--- config.mk ---
export PLATFORM = sky130hd
export DESIGN_NAME = operand_entry
export DESIGN_NICKNAME = d
export VERILOG_FILES = /design/src/rtl/operand_pkg.sv /design/src/rtl/bcd_to_bin.sv /design/src/rtl/operand_entry.sv
export SDC_FILE = /design/constraint.sdc
export NUM_CORES = 1
export LEC_CHECK = 0
export ABC_AREA = 1
export CORE_MARGIN = 5
export CORE_UTILIZATION = 50
export DETAILED_ROUTE_END_ITERATION = 12
export PLACE_DENSITY = 0.77
export SLEW_MARGIN = 0
export SYNTH_ARGS = -nofsm -noshare
export SYNTH_HDL_FRONTEND = slang
export SYNTH_HIERARCHICAL = 1
export SYNTH_SLANG_ARGS = --single-unit
--- constraint.sdc ---
create_clock -name clk -period 2.4 [get_ports clk]
set_input_delay 0.48 -clock clk [delete_from_list [all_inputs] [get_ports clk]]
set_output_delay 0.48 -clock clk [all_outputs]
set_load 0.01 [all_outputs]
--- src/rtl/operand_pkg.sv ---
// Shared key codes and state encoding for the operand entry block.
package operand_pkg;

    localparam logic [3:0] KEY_MAX_DIGIT = 4'h9;
    localparam logic [3:0] KEY_ENTER     = 4'hA;
    localparam logic [3:0] KEY_CLEAR     = 4'hB;
    localparam logic [3:0] KEY_BKSP      = 4'hC;

    typedef enum logic [1:0] {
        ENT_A = 2'd0,
        ENT_B = 2'd1,
        WAIT  = 2'd2,
        DONE  = 2'd3
    } phase_t;

endpackage

--- src/rtl/bcd_to_bin.sv ---
// Combinational BCD to binary converter (Horner's rule, most significant digit first).
module bcd_to_bin #(
    parameter int N_DIGITS = 2,
    parameter int OP_W     = 8
) (
    input  logic [4*N_DIGITS-1:0] bcd,
    output logic [OP_W-1:0]       bin
);

    always_comb begin
        // NOTE: blocking assignments here build a combinational chain; the
        // default assignment first also keeps this block free of latches.
        bin = '0;
        for (int i = N_DIGITS - 1; i >= 0; i--) begin
            bin = bin * OP_W'(10) + OP_W'(bcd[4*i +: 4]);
        end
    end

endmodule

--- src/rtl/operand_entry.sv ---
// Collects two decimal operands from the keypad and launches the multiplier.
// Optional feature: define OPERAND_BKSP_EN to make key 0xC a backspace.
module operand_entry
    import operand_pkg::*;
#(
    parameter int N_DIGITS = 2,
    parameter int OP_W     = 8
) (
    input  logic                  clk,
    input  logic                  rst,
    input  logic                  data_available,
    input  logic [3:0]            dato_o,
    input  logic                  mult_done,
    output logic [OP_W-1:0]       op_a,
    output logic [OP_W-1:0]       op_b,
    output logic                  mult_start,
    output logic                  busy,
    output logic [1:0]            phase,
    output logic [4*N_DIGITS-1:0] disp_bcd
);

    localparam int BCD_W = 4 * N_DIGITS;
    localparam int CNT_W = $clog2(N_DIGITS + 1);

    if ((64'd1 << OP_W) <= 64'(10 ** N_DIGITS - 1)) begin : g_bad_width
        $error("operand_entry: OP_W too narrow for N_DIGITS decimal digits");
    end

    phase_t           state;
    logic             prev_da;
    logic             armed;
    logic [CNT_W-1:0] cnt;
    logic [OP_W-1:0]  bin;
    logic             key_edge;
    logic             is_digit;
    logic             room;

    // armed blocks a key held across reset release from counting as a press
    assign key_edge = data_available & ~prev_da & armed;
    assign is_digit = (dato_o <= KEY_MAX_DIGIT);
    assign room     = (cnt < CNT_W'(N_DIGITS));
    assign phase    = state;

    bcd_to_bin #(
        .N_DIGITS (N_DIGITS),
        .OP_W     (OP_W)
    ) u_conv (
        .bcd (disp_bcd),
        .bin (bin)
    );

    always_ff @(posedge clk) begin
        // NOTE: sequential state uses non-blocking assignments so every
        // register samples pre-edge values regardless of statement order.
        if (rst) begin
            state      <= ENT_A;
            prev_da    <= 1'b0;
            armed      <= 1'b0;
            cnt        <= '0;
            disp_bcd   <= '0;
            op_a       <= '0;
            op_b       <= '0;
            mult_start <= 1'b0;
            busy       <= 1'b0;
        end else begin
            prev_da    <= data_available;
            armed      <= 1'b1;
            mult_start <= 1'b0;
            case (state)
                ENT_A, ENT_B: begin
                    if (key_edge) begin
                        if (is_digit) begin
                            if (room) begin
                                disp_bcd <= (disp_bcd << 4) | BCD_W'(dato_o);
                                cnt      <= cnt + CNT_W'(1);
                            end
                        end else if (dato_o == KEY_ENTER) begin
                            disp_bcd <= '0;
                            cnt      <= '0;
                            if (state == ENT_A) begin
                                op_a  <= bin;
                                state <= ENT_B;
                            end else begin
                                op_b       <= bin;
                                mult_start <= 1'b1;
                                busy       <= 1'b1;
                                state      <= WAIT;
                            end
                        end else if (dato_o == KEY_CLEAR) begin
                            disp_bcd <= '0;
                            cnt      <= '0;
                            op_a     <= '0;
                            op_b     <= '0;
                            state    <= ENT_A;
                        end
`ifdef OPERAND_BKSP_EN
                        else if (dato_o == KEY_BKSP) begin
                            disp_bcd <= disp_bcd >> 4;
                            if (cnt != '0) cnt <= cnt - CNT_W'(1);
                        end
`endif
                    end
                end
                WAIT: begin
                    // key edges here are deliberately dropped, not queued
                    if (mult_done) begin
                        busy  <= 1'b0;
                        state <= DONE;
                    end
                end
                DONE: begin
                    if (key_edge) begin
                        if (is_digit) begin
                            disp_bcd <= BCD_W'(dato_o);
                            cnt      <= CNT_W'(1);
                            state    <= ENT_A;
                        end else if (dato_o == KEY_CLEAR) begin
                            disp_bcd <= '0;
                            cnt      <= '0;
                            op_a     <= '0;
                            op_b     <= '0;
                            state    <= ENT_A;
                        end
                    end
                end
                default: state <= ENT_A;
            endcase
        end
    end

endmodule
==> flow_metrics.tcl, run 1 <==
set metrics [dict create \
    tightest_slew_ns 0.352 \
    drc 0 \
    peakVddDrop_uv 339 \
    path_max_fanout 5 \
    wl_per_cell_um 12.4 \
    seq_area_frac_synth_pct 33.2 \
    rows 22 \
    synth_seq_cells 32 \
    firstDrtPassIters 4 \
    fin_crit_sh_pct 90.7 \
    relSlewSlack_pct 76.5 \
    hold_viol_final 0 \
    ioPinCount 36 \
    max-cap-violations 0 \
    fin_crit_ns 2.18 \
    hold_depth 2 \
    worstHoldEndpoint "busy$_SDFFE_PP0P_" \
    timing.hold.ws_ns 0.459 \
    cts.clk_slew.worst_paths_ns 0.07 \
    initial_utilization_pct 52.2 \
    critPathRequiredTime_ns 2.62 \
    area_delta_synth_final_pct 26.4 \
    synth_top_area_cell "dfxtp_1" \
    vias_per_cell 5.07 \
    num-fill-cells 362 \
    fmax_ghz 0.460 \
    crit_path_end_kind "flip-flop" \
    gr-total-overflow 0 \
    netlist_area_mm2 0.00193 \
    vias 1816 \
    synth.distinct_cells 29 \
    status "complete, no violations" \
    postSynthCellCount 270 \
    grt_max_degree 25 \
    grt_pass1_vias 1748 \
    crit_type "reg2reg" \
    yosys.area.top_type_share_pct 33.2 \
    antenna_found_initial 0 \
    setup_viol 0 \
    die_w_um 72.1 \
    diodes 0 \
    crit_start "disp_bcd[5]$_SDFFE_PP0P_" \
    ant_nets 0 \
    yosys-top-cells-area "dfxtp_1, nand2_1, nand3_1, a21oi_1, inv_1" \
    numCtsBuffers 5 \
    seqCellArea_um2 642 \
    reg2reg_to "op_a[6]$_SDFFE_PP0P_" \
    power_density_mw_per_mm2 475 \
    layout.nets 330 \
    skew_ns 0.0110 \
    multi_input_area_mm2 0.00110 \
    portBuffers 35 \
    r2r_slack_ns 0.22 \
    die_h_um 72.1 \
    hp-start "busy$_SDFFE_PP0P_" \
    syn_area_per_cell_um2 7.14 \
    dieArea_mm2 0.00520 \
    arrival_ns 2.39 \
    routabilityCongestion 0.840 \
    maxSlewViolCount 0 \
    first_iter_violations 93 \
    hold_class "reg2reg" \
    core_mm2 0.00369 \
    cts_tree "done" \
    clk_latency_ns 0.29 \
    syn-num-nets 291 \
    grt_pass1_wl_mm 7.79 \
    clockBufferDepth 2 \
    yosys_warnings 6 \
    p_leak_nw 0.940 \
    r2r_cells 11 \
    dpl.hpwl_mm 3.43 \
    root_buffer "clkbuf_8" \
    clkSinkCount 32 \
    postCtsSetupBuffers 0 \
    htreeDepth 2 \
    grt_use_total_pct 18.6 \
    tns_ns 0 \
    r2r-start "disp_bcd[5]$_SDFFE_PP0P_" \
    worstSetupStartpointType "flip-flop" \
    drive_gt1_share_pct 12.6 \
    rsz0062_at_grt "false" \
    wirelength_mm 4.43 \
]
-- per-layer routing --
layer	wire [um]	up-vias	global-route usage [%]	share of wire, %
li1	-	940	-	-
met1	1870	825	23.3	42
met2	2220	42	32.0	50
met3	266	9	3.60	6.0
met4	77	0	6.26	1.7
met5	0	-	0	0
-- stage by stage --
stage          setup slack, ns  instances  power [W]  area (um2)  utilization [%]
2_1_floorplan            0.268        270   0.000614        1930                -
3_3_place_gp             0.221        350   0.000648        2320             63.0
3_5_place_dp             0.179        350   0.000650        2320             63.0
4_1_cts                  0.175        358    0.00117        2430             66.0
5_1_grt                 0.0202        358    0.00120        2430             66.0
6_report                 0.224        358    0.00116        2430             66.0
-- state kept, by name, indices dropped and copies added, names as in the netlist --
| register | flops |
|---|---|
| phase | 2 |
| cnt | 2 |
| op_b | 8 |
| prev_da | 1 |
| op_a | 8 |
| disp_bcd | 8 |
| mult_start | 1 |
| busy | 1 |
| armed | 1 |
-- what timing repair did --
item                       4_1_cts  5_1_grt
hold buffers                     0        0
setup endpoints to repair        0        2
resized for setup                0        1
-- kinds of logic (layout without fill, tap and decap cells) --
logic type,after synthesis,in the layout,share of synthesized area [%]
xor gates and xnor gates,2,2,0.909
DFF,32,32,33.2
buffers and inverters,47,87,9.74
AOI/OAI and AO/OA,37,37,10.2
and+or+nand+nor,139,139,36.7
adders and majority gates,13,13,9.22
-- Yosys cell counts --
master,n
o21ai_0,4
nand2_1,66
clkinv_1,1
nand3_4,4
nor2_8,1
nand2_4,1
inv_1,37
nand3_2,1
fa_1,2
clkbuf_1,3
nor2_1,16
nand2_2,8
a21oi_1,29
nand4_2,1
o21ai_2,2
inv_2,4
nor4_1,1
ha_1,11
nor2_4,2
nand3_1,31
o21ai_1,1
buf_6,1
nor3_1,2
dfxtp_1,32
a21oi_2,1
nor2_2,3
xnor2_1,2
nand4_1,2
buf_4,1
-- worst max-delay path, cell delays in order, from the launching register on --
cell and delay [ns]:
dfxtp_2 0.35, ha_1 0.29, ha_1 0.22, fa_1 0.52, nand2_1 0.07, inv_2 0.07
nand3_1 0.08, nand2_1 0.07, inv_1 0.04, nor2_1 0.15, nand3_1 0.10, a21oi_1 0.15
-- cell usage in the layout, fill, tap and decap left out, drive strengths merged --
cell type / netlist / routed
clkbuf: 3 / 5
buf: 2 / 2
clkinv: 1 / 2
clkinvlp: 0 / 1
ha: 11 / 11
inv: 41 / 41
nand4: 3 / 3
bufinv: 0 / 1
nor4: 1 / 1
xnor2: 2 / 2
clkdlybuf4s50: 0 / 35
dfxtp: 32 / 32
nor2: 22 / 22
nand2: 75 / 75
fa: 2 / 2
nand3: 36 / 36
nor3: 2 / 2
o21ai: 7 / 7
a21oi: 30 / 30
-- area by class of cell --
type                            instances  share of cell area [%]
Inverter                               42                    6.47
Timing Repair Buffer                   37                    15.0
Tap cell                               48                    2.47
Sequential cell                        32                    26.4
Multi-Input combinational cell        191                    45.1
Clock inverter                          3                    1.75
Clock buffer                            5                    2.83
-- worst max path at each step --
stage               slack, ns                    to
detailed placement       0.18  op_b[6]$_SDFFE_PP0P_
global route             0.02  op_a[6]$_SDFFE_PP0P_
finish                   0.22  op_a[6]$_SDFFE_PP0P_
floorplan                0.27  op_a[7]$_SDFFE_PP0P_
global placement         0.22  op_a[7]$_SDFFE_PP0P_
CTS                      0.17  op_b[6]$_SDFFE_PP0P_
-- power by group --
group	internal (W)	switching, W
clock	0.000307	0.000212
combinational	0.0000349	0.0000610
sequential	0.000537	0.00000535
total	0.000879	0.000278
Note: power is estimated with default switching activity, not from simulation.
==> inputs of run 2 (changes only) <==
--- a/config.mk
+++ b/config.mk
@@ -9,7 +9,7 @@
 export CORE_MARGIN = 5
 export CORE_UTILIZATION = 50
 export DETAILED_ROUTE_END_ITERATION = 12
-export PLACE_DENSITY = 0.77
+export PLACE_DENSITY = 0.78
 export SLEW_MARGIN = 0
 export SYNTH_ARGS = -nofsm -noshare
 export SYNTH_HDL_FRONTEND = slang
==> flow_metrics.tcl, run 2 (synthesis gave the netlist of run 1 again) <==
set metrics [dict create \
    peakVddDrop_uv 266 \
    grt_use_total_pct 18.0 \
    wl_met3_um 164 \
    wl_per_cell_um 12.1 \
    dpl.hpwl_mm 3.35 \
    diodes 0 \
    cts_tree "done" \
    root_buffer "clkbuf_8" \
    numCtsBuffers 5 \
    post_cts_resized 0 \
    multi_input_area_mm2 0.00110 \
    critPathRequiredTime_ns 2.63 \
    die_w_um 72.1 \
    core_mm2 0.00369 \
    cts.clk_slew.worst_paths_ns 0.07 \
    wl_met2_mm 2.15 \
    crit_chain "ha_1 -> ha_1 -> fa_1 -> nand2_1 -> inv_2 -> nand4_1 -> nand2_1 -> inv_1 -> nor2_1 -> nand3_1 -> a21oi_2" \
    htreeDepth 2 \
    ctsHoldBuffers 0 \
    fmax_ghz 0.452 \
    layout.nets 331 \
    wirelength_mm 4.33 \
    hold_class "reg2reg" \
    slowest_stage "fa_1" \
    drc 0 \
    seqCellArea_um2 642 \
    antenna_found_initial 0 \
    crit_type "reg2reg" \
    power_density_mw_per_mm2 471 \
    arrival_ns 2.44 \
    path_depth 11 \
    clkSinkCount 32 \
    ant_nets 0 \
    tightest_slew_ns 0.324 \
    fin_crit_ns 2.21 \
    worstSetupStartpointType "flip-flop" \
    gr-total-overflow 0 \
    highest_layer "met4" \
    max-cap-violations 0 \
    first_iter_violations 52 \
    dieArea_mm2 0.00520 \
    grt_pass1_wl_mm 7.35 \
    area_delta_synth_final_pct 26.8 \
    most-common-layout-cells "nand2_1, inv_1, clkdlybuf4s50_1" \
    drive_gt1_share_pct 12.9 \
    clockBufferDepth 2 \
    routabilityCongestion 0.855 \
    skew_ns 0.00380 \
    rows 22 \
    vias_per_cell 5.01 \
    grt_pass1_vias 1636 \
    total_power_w 0.00115 \
    r2r_cells 11 \
    vias 1799 \
    fin_crit_sh_pct 92.3 \
    hold_depth 2 \
    wl_met1_mm 1.95 \
    relSlewSlack_pct 78.4 \
    status "complete, no violations" \
    postCtsSetupBuffers 0 \
    critPathTopFamily "adder cells" \
    p_leak_nw 0.946 \
    maxSlewViolCount 0 \
    crit_path_end_kind "flip-flop" \
    setup_slack_ns 0.186 \
    portBuffers 35 \
    ioPinCount 36 \
    path_max_fanout 5 \
    critPathMaxStageDelay_ns 0.53 \
    largestRegisters "disp_bcd (8), op_a (8), op_b (8)" \
    die_h_um 72.1 \
    tns_ns 0 \
    setup_viol 0 \
    hold_viol_final 0 \
    initial_utilization_pct 52.2 \
    final_common_cell "nand2_1" \
    pre_cts_slack_ns 0.161 \
    clk_latency_ns 0.29 \
    rsz0062_at_grt "false" \
    grt_max_degree 25 \
    timing.hold.ws_ns 0.464 \
    num-fill-cells 321 \
    path_buf_inv 2 \
    firstDrtPassIters 4 \
]
run 2: routing by layer:
layer | global-route usage (%) | vias to the layer above
met5 | 0 | -
met3 | 4.99 | 7
met2 | 29.9 | 30
met1 | 21.7 | 819
met4 | 7.72 | 0
li1 | - | 943
run 2: path summary, 6_finish.rpt:
kind	startpoint	end	slack, ns
setup reg to reg	disp_bcd[5]$_SDFFE_PP0P_	op_b[7]$_SDFFE_PP0P_	0.19
hold / removal	busy$_SDFFE_PP0P_	busy$_SDFFE_PP0P_	0.46
setup / recovery	disp_bcd[5]$_SDFFE_PP0P_	op_b[7]$_SDFFE_PP0P_	0.19
hold reg to reg	busy$_SDFFE_PP0P_	busy$_SDFFE_PP0P_	0.46
run 2: worst register-to-register path: stages, from the launching register on:
cell	delay [ns]
dfxtp_2	0.35
ha_1	0.29
ha_1	0.23
fa_1	0.53
nand2_1	0.08
inv_2	0.07
nand4_1	0.09
nand2_1	0.07
inv_1	0.04
nor2_1	0.13
nand3_1	0.13
a21oi_2	0.15
run 2: layout make-up:
cell class                 instances  share of cell area, %
inverter                          42                   6.45
clock inverter                     2                   1.43
tap                               48                   2.46
multi-input combinational        191                   45.1
clock buffer                       6                   2.97
sequential                        32                   26.3
timing repair buffer              38                   15.3
run 2: stage by stage:
step	cells	util, %	instance area, um2
6_report	359	66.2	2440
5_1_grt	359	66.2	2440
4_1_cts	359	66.1	2440
3_5_place_dp	351	63.2	2330
3_3_place_gp	351	63.2	2330
2_1_floorplan	270	-	1930
run 2: power by group:
part	switching (W)	internal [W]	total, W
Combinational	0.0000605	0.0000358	0.0000963
Sequential	0.00000504	0.000537	0.000542
Clock	0.000203	0.000308	0.000511
Total	0.000268	0.000881	0.00115
==> inputs of run 3 (changes only) <==
==> constraint.sdc (replaced) <==
create_clock -name clk -period 2.4 [get_ports clk]
set_input_delay 0.72 -clock clk [delete_from_list [all_inputs] [get_ports clk]]
set_output_delay 0.72 -clock clk [all_outputs]
set_load 0.01 [all_outputs]
==> flow_metrics.tcl, run 3 (synthesis gave the netlist of run 1 again) <==
set metrics [dict create \
    largestRegisters "disp_bcd (8), op_a (8), op_b (8)" \
    routabilityCongestion 0.864 \
    fin_crit_sh_pct 89.2 \
    skew_ns 0.00536 \
    ioPinCount 36 \
    seqCellArea_um2 641 \
    arrival_ns 2.37 \
    status "complete, no violations" \
    post_cts_resized 0 \
    rows 22 \
    multi_input_area_mm2 0.00110 \
    tightest_slew_ns 0.323 \
    total_power_w 0.00117 \
    grt_max_degree 25 \
    die_w_um 72.1 \
    critPathRequiredTime_ns 2.63 \
    crit_start "disp_bcd[5]$_SDFFE_PP0P_" \
    critPathTopFamily "adder cells" \
    relSlewSlack_pct 78.3 \
    postCtsSetupBuffers 0 \
    power_density_mw_per_mm2 471 \
    dpl.hpwl_mm 3.31 \
    wl_met1_mm 1.89 \
    p_leak_nw 0.967 \
    grt_pass1_vias 1726 \
    fin_cells 363 \
    htreeDepth 2 \
    most-common-layout-cells "nand2_1, inv_1, clkdlybuf4s50_1" \
    clk_latency_ns 0.29 \
    vias 1850 \
    max-cap-violations 0 \
    core_mm2 0.00369 \
    area_delta_synth_final_pct 28.9 \
    rsz0062_at_grt "false" \
    clockBufferDepth 2 \
    hold_class "reg2reg" \
    critPathMaxStageDelay_ns 0.53 \
    final_common_cell "nand2_1" \
    cts.clk_slew.worst_paths_ns 0.07 \
    grt_pass1_wl_mm 7.42 \
    root_buffer "clkbuf_8" \
    path_max_fanout 4 \
    vias_per_cell 5.10 \
    path_buf_inv 2 \
    placedCellCount 355 \
    crit_chain "ha_1 -> ha_1 -> fa_1 -> nand2_1 -> inv_2 -> nand4_1 -> nand2_1 -> inv_1 -> nor2_1 -> nand3_1 -> a21oi_1" \
    gr-total-overflow 0 \
    initial_utilization_pct 52.2 \
    grt_use_total_pct 18.2 \
    first_iter_violations 115 \
    fmax_ghz 0.467 \
    tns_ns 0 \
    antenna_found_initial 0 \
    maxSlewViolCount 0 \
    dieArea_mm2 0.00520 \
    hp-start "busy$_SDFFE_PP0P_" \
    drive_gt1_share_pct 13.7 \
    wirelength_mm 4.42 \
    wl_met2_mm 2.21 \
    diodes 0 \
    setup_viol 0 \
    ctsHoldBuffers 0 \
    hold_viol_final 0 \
    layout.nets 335 \
    portBuffers 35 \
    timing.hold.ws_ns 0.455 \
    drc 0 \
    fin_crit_ns 2.14 \
    worstSetupStartpointType "flip-flop" \
    crit_path_end_kind "flip-flop" \
    r2r-start "disp_bcd[5]$_SDFFE_PP0P_" \
    die_h_um 72.1 \
    numCtsBuffers 5 \
    wl_met3_um 209 \
    placed_area_mm2 0.00237 \
    clkSinkCount 32 \
    firstDrtPassIters 4 \
    cts_tree "done" \
    fin_area_mm2 0.00248 \
    num-fill-cells 329 \
    crit_type "reg2reg" \
    peakVddDrop_uv 576 \
    ant_nets 0 \
    slowest_stage "fa_1" \
    highest_layer "met4" \
    wl_per_cell_um 12.2 \
]
run 3: changes by cell type in the layout (fill, tap and decap cells not counted):
cell        delta
a21oi_2        -1
clkinvlp_4     +1
clkbuf_1       -1
buf_12         +1
dfxtp_2        -1
buf_4          +3
a21oi_1        +1
dfxtp_1        +1
run 3: worst paths after layout:
check / endpoint / slack [ns] / depth (start not counted)
max reg2reg: op_b[7]$_SDFFE_PP0P_ / 0.26 / 11
min reg2reg: busy$_SDFFE_PP0P_ / 0.45 / 2
min: busy$_SDFFE_PP0P_ / 0.45 / 2
max: op_b[7]$_SDFFE_PP0P_ / 0.26 / 11
run 3: tightest hold or removal path: cells and delay by family, from the launching register on:
kind | cells | cell delay, ns
buffers and inverters | 1 | 0.05
flip-flops | 1 | 0.32
AO/OA/AOI/OAI | 1 | 0.05
run 3: metal layers:
metal | track usage [%] | up-vias
met2 | 29.9 | 45
met5 | 0 | -
met4 | 9.19 | 0
met3 | 4.43 | 13
met1 | 22.0 | 840
li1 | - | 952
run 3: per-stage QoR:
stage / worst slack [ns] / util [%]
finish: 0.259 / 67.3
global route: 0.0887 / 67.3
CTS: 0.249 / 67.3
detailed placement: 0.0292 / 64.3
global placement: 0.0479 / 64.3
floorplan: 0.268 / -
run 3: power by group:
part | switching, W | total, W | internal (W) | leakage (nW)
Combinational | 0.0000622 | 0.000103 | 0.0000407 | 0.654
Sequential | 0.00000509 | 0.000542 | 0.000537 | 0.259
Clock | 0.000218 | 0.000525 | 0.000307 | 0.0541
run 3: area by class of cell:
class | count | area share, %
Multi-Input combinational cell | 191 | 44.2
Sequential cell | 32 | 25.8
Timing Repair Buffer | 42 | 16.7
Inverter | 42 | 6.35
Clock buffer | 5 | 2.77
Tap cell | 48 | 2.42
Clock inverter | 3 | 1.71
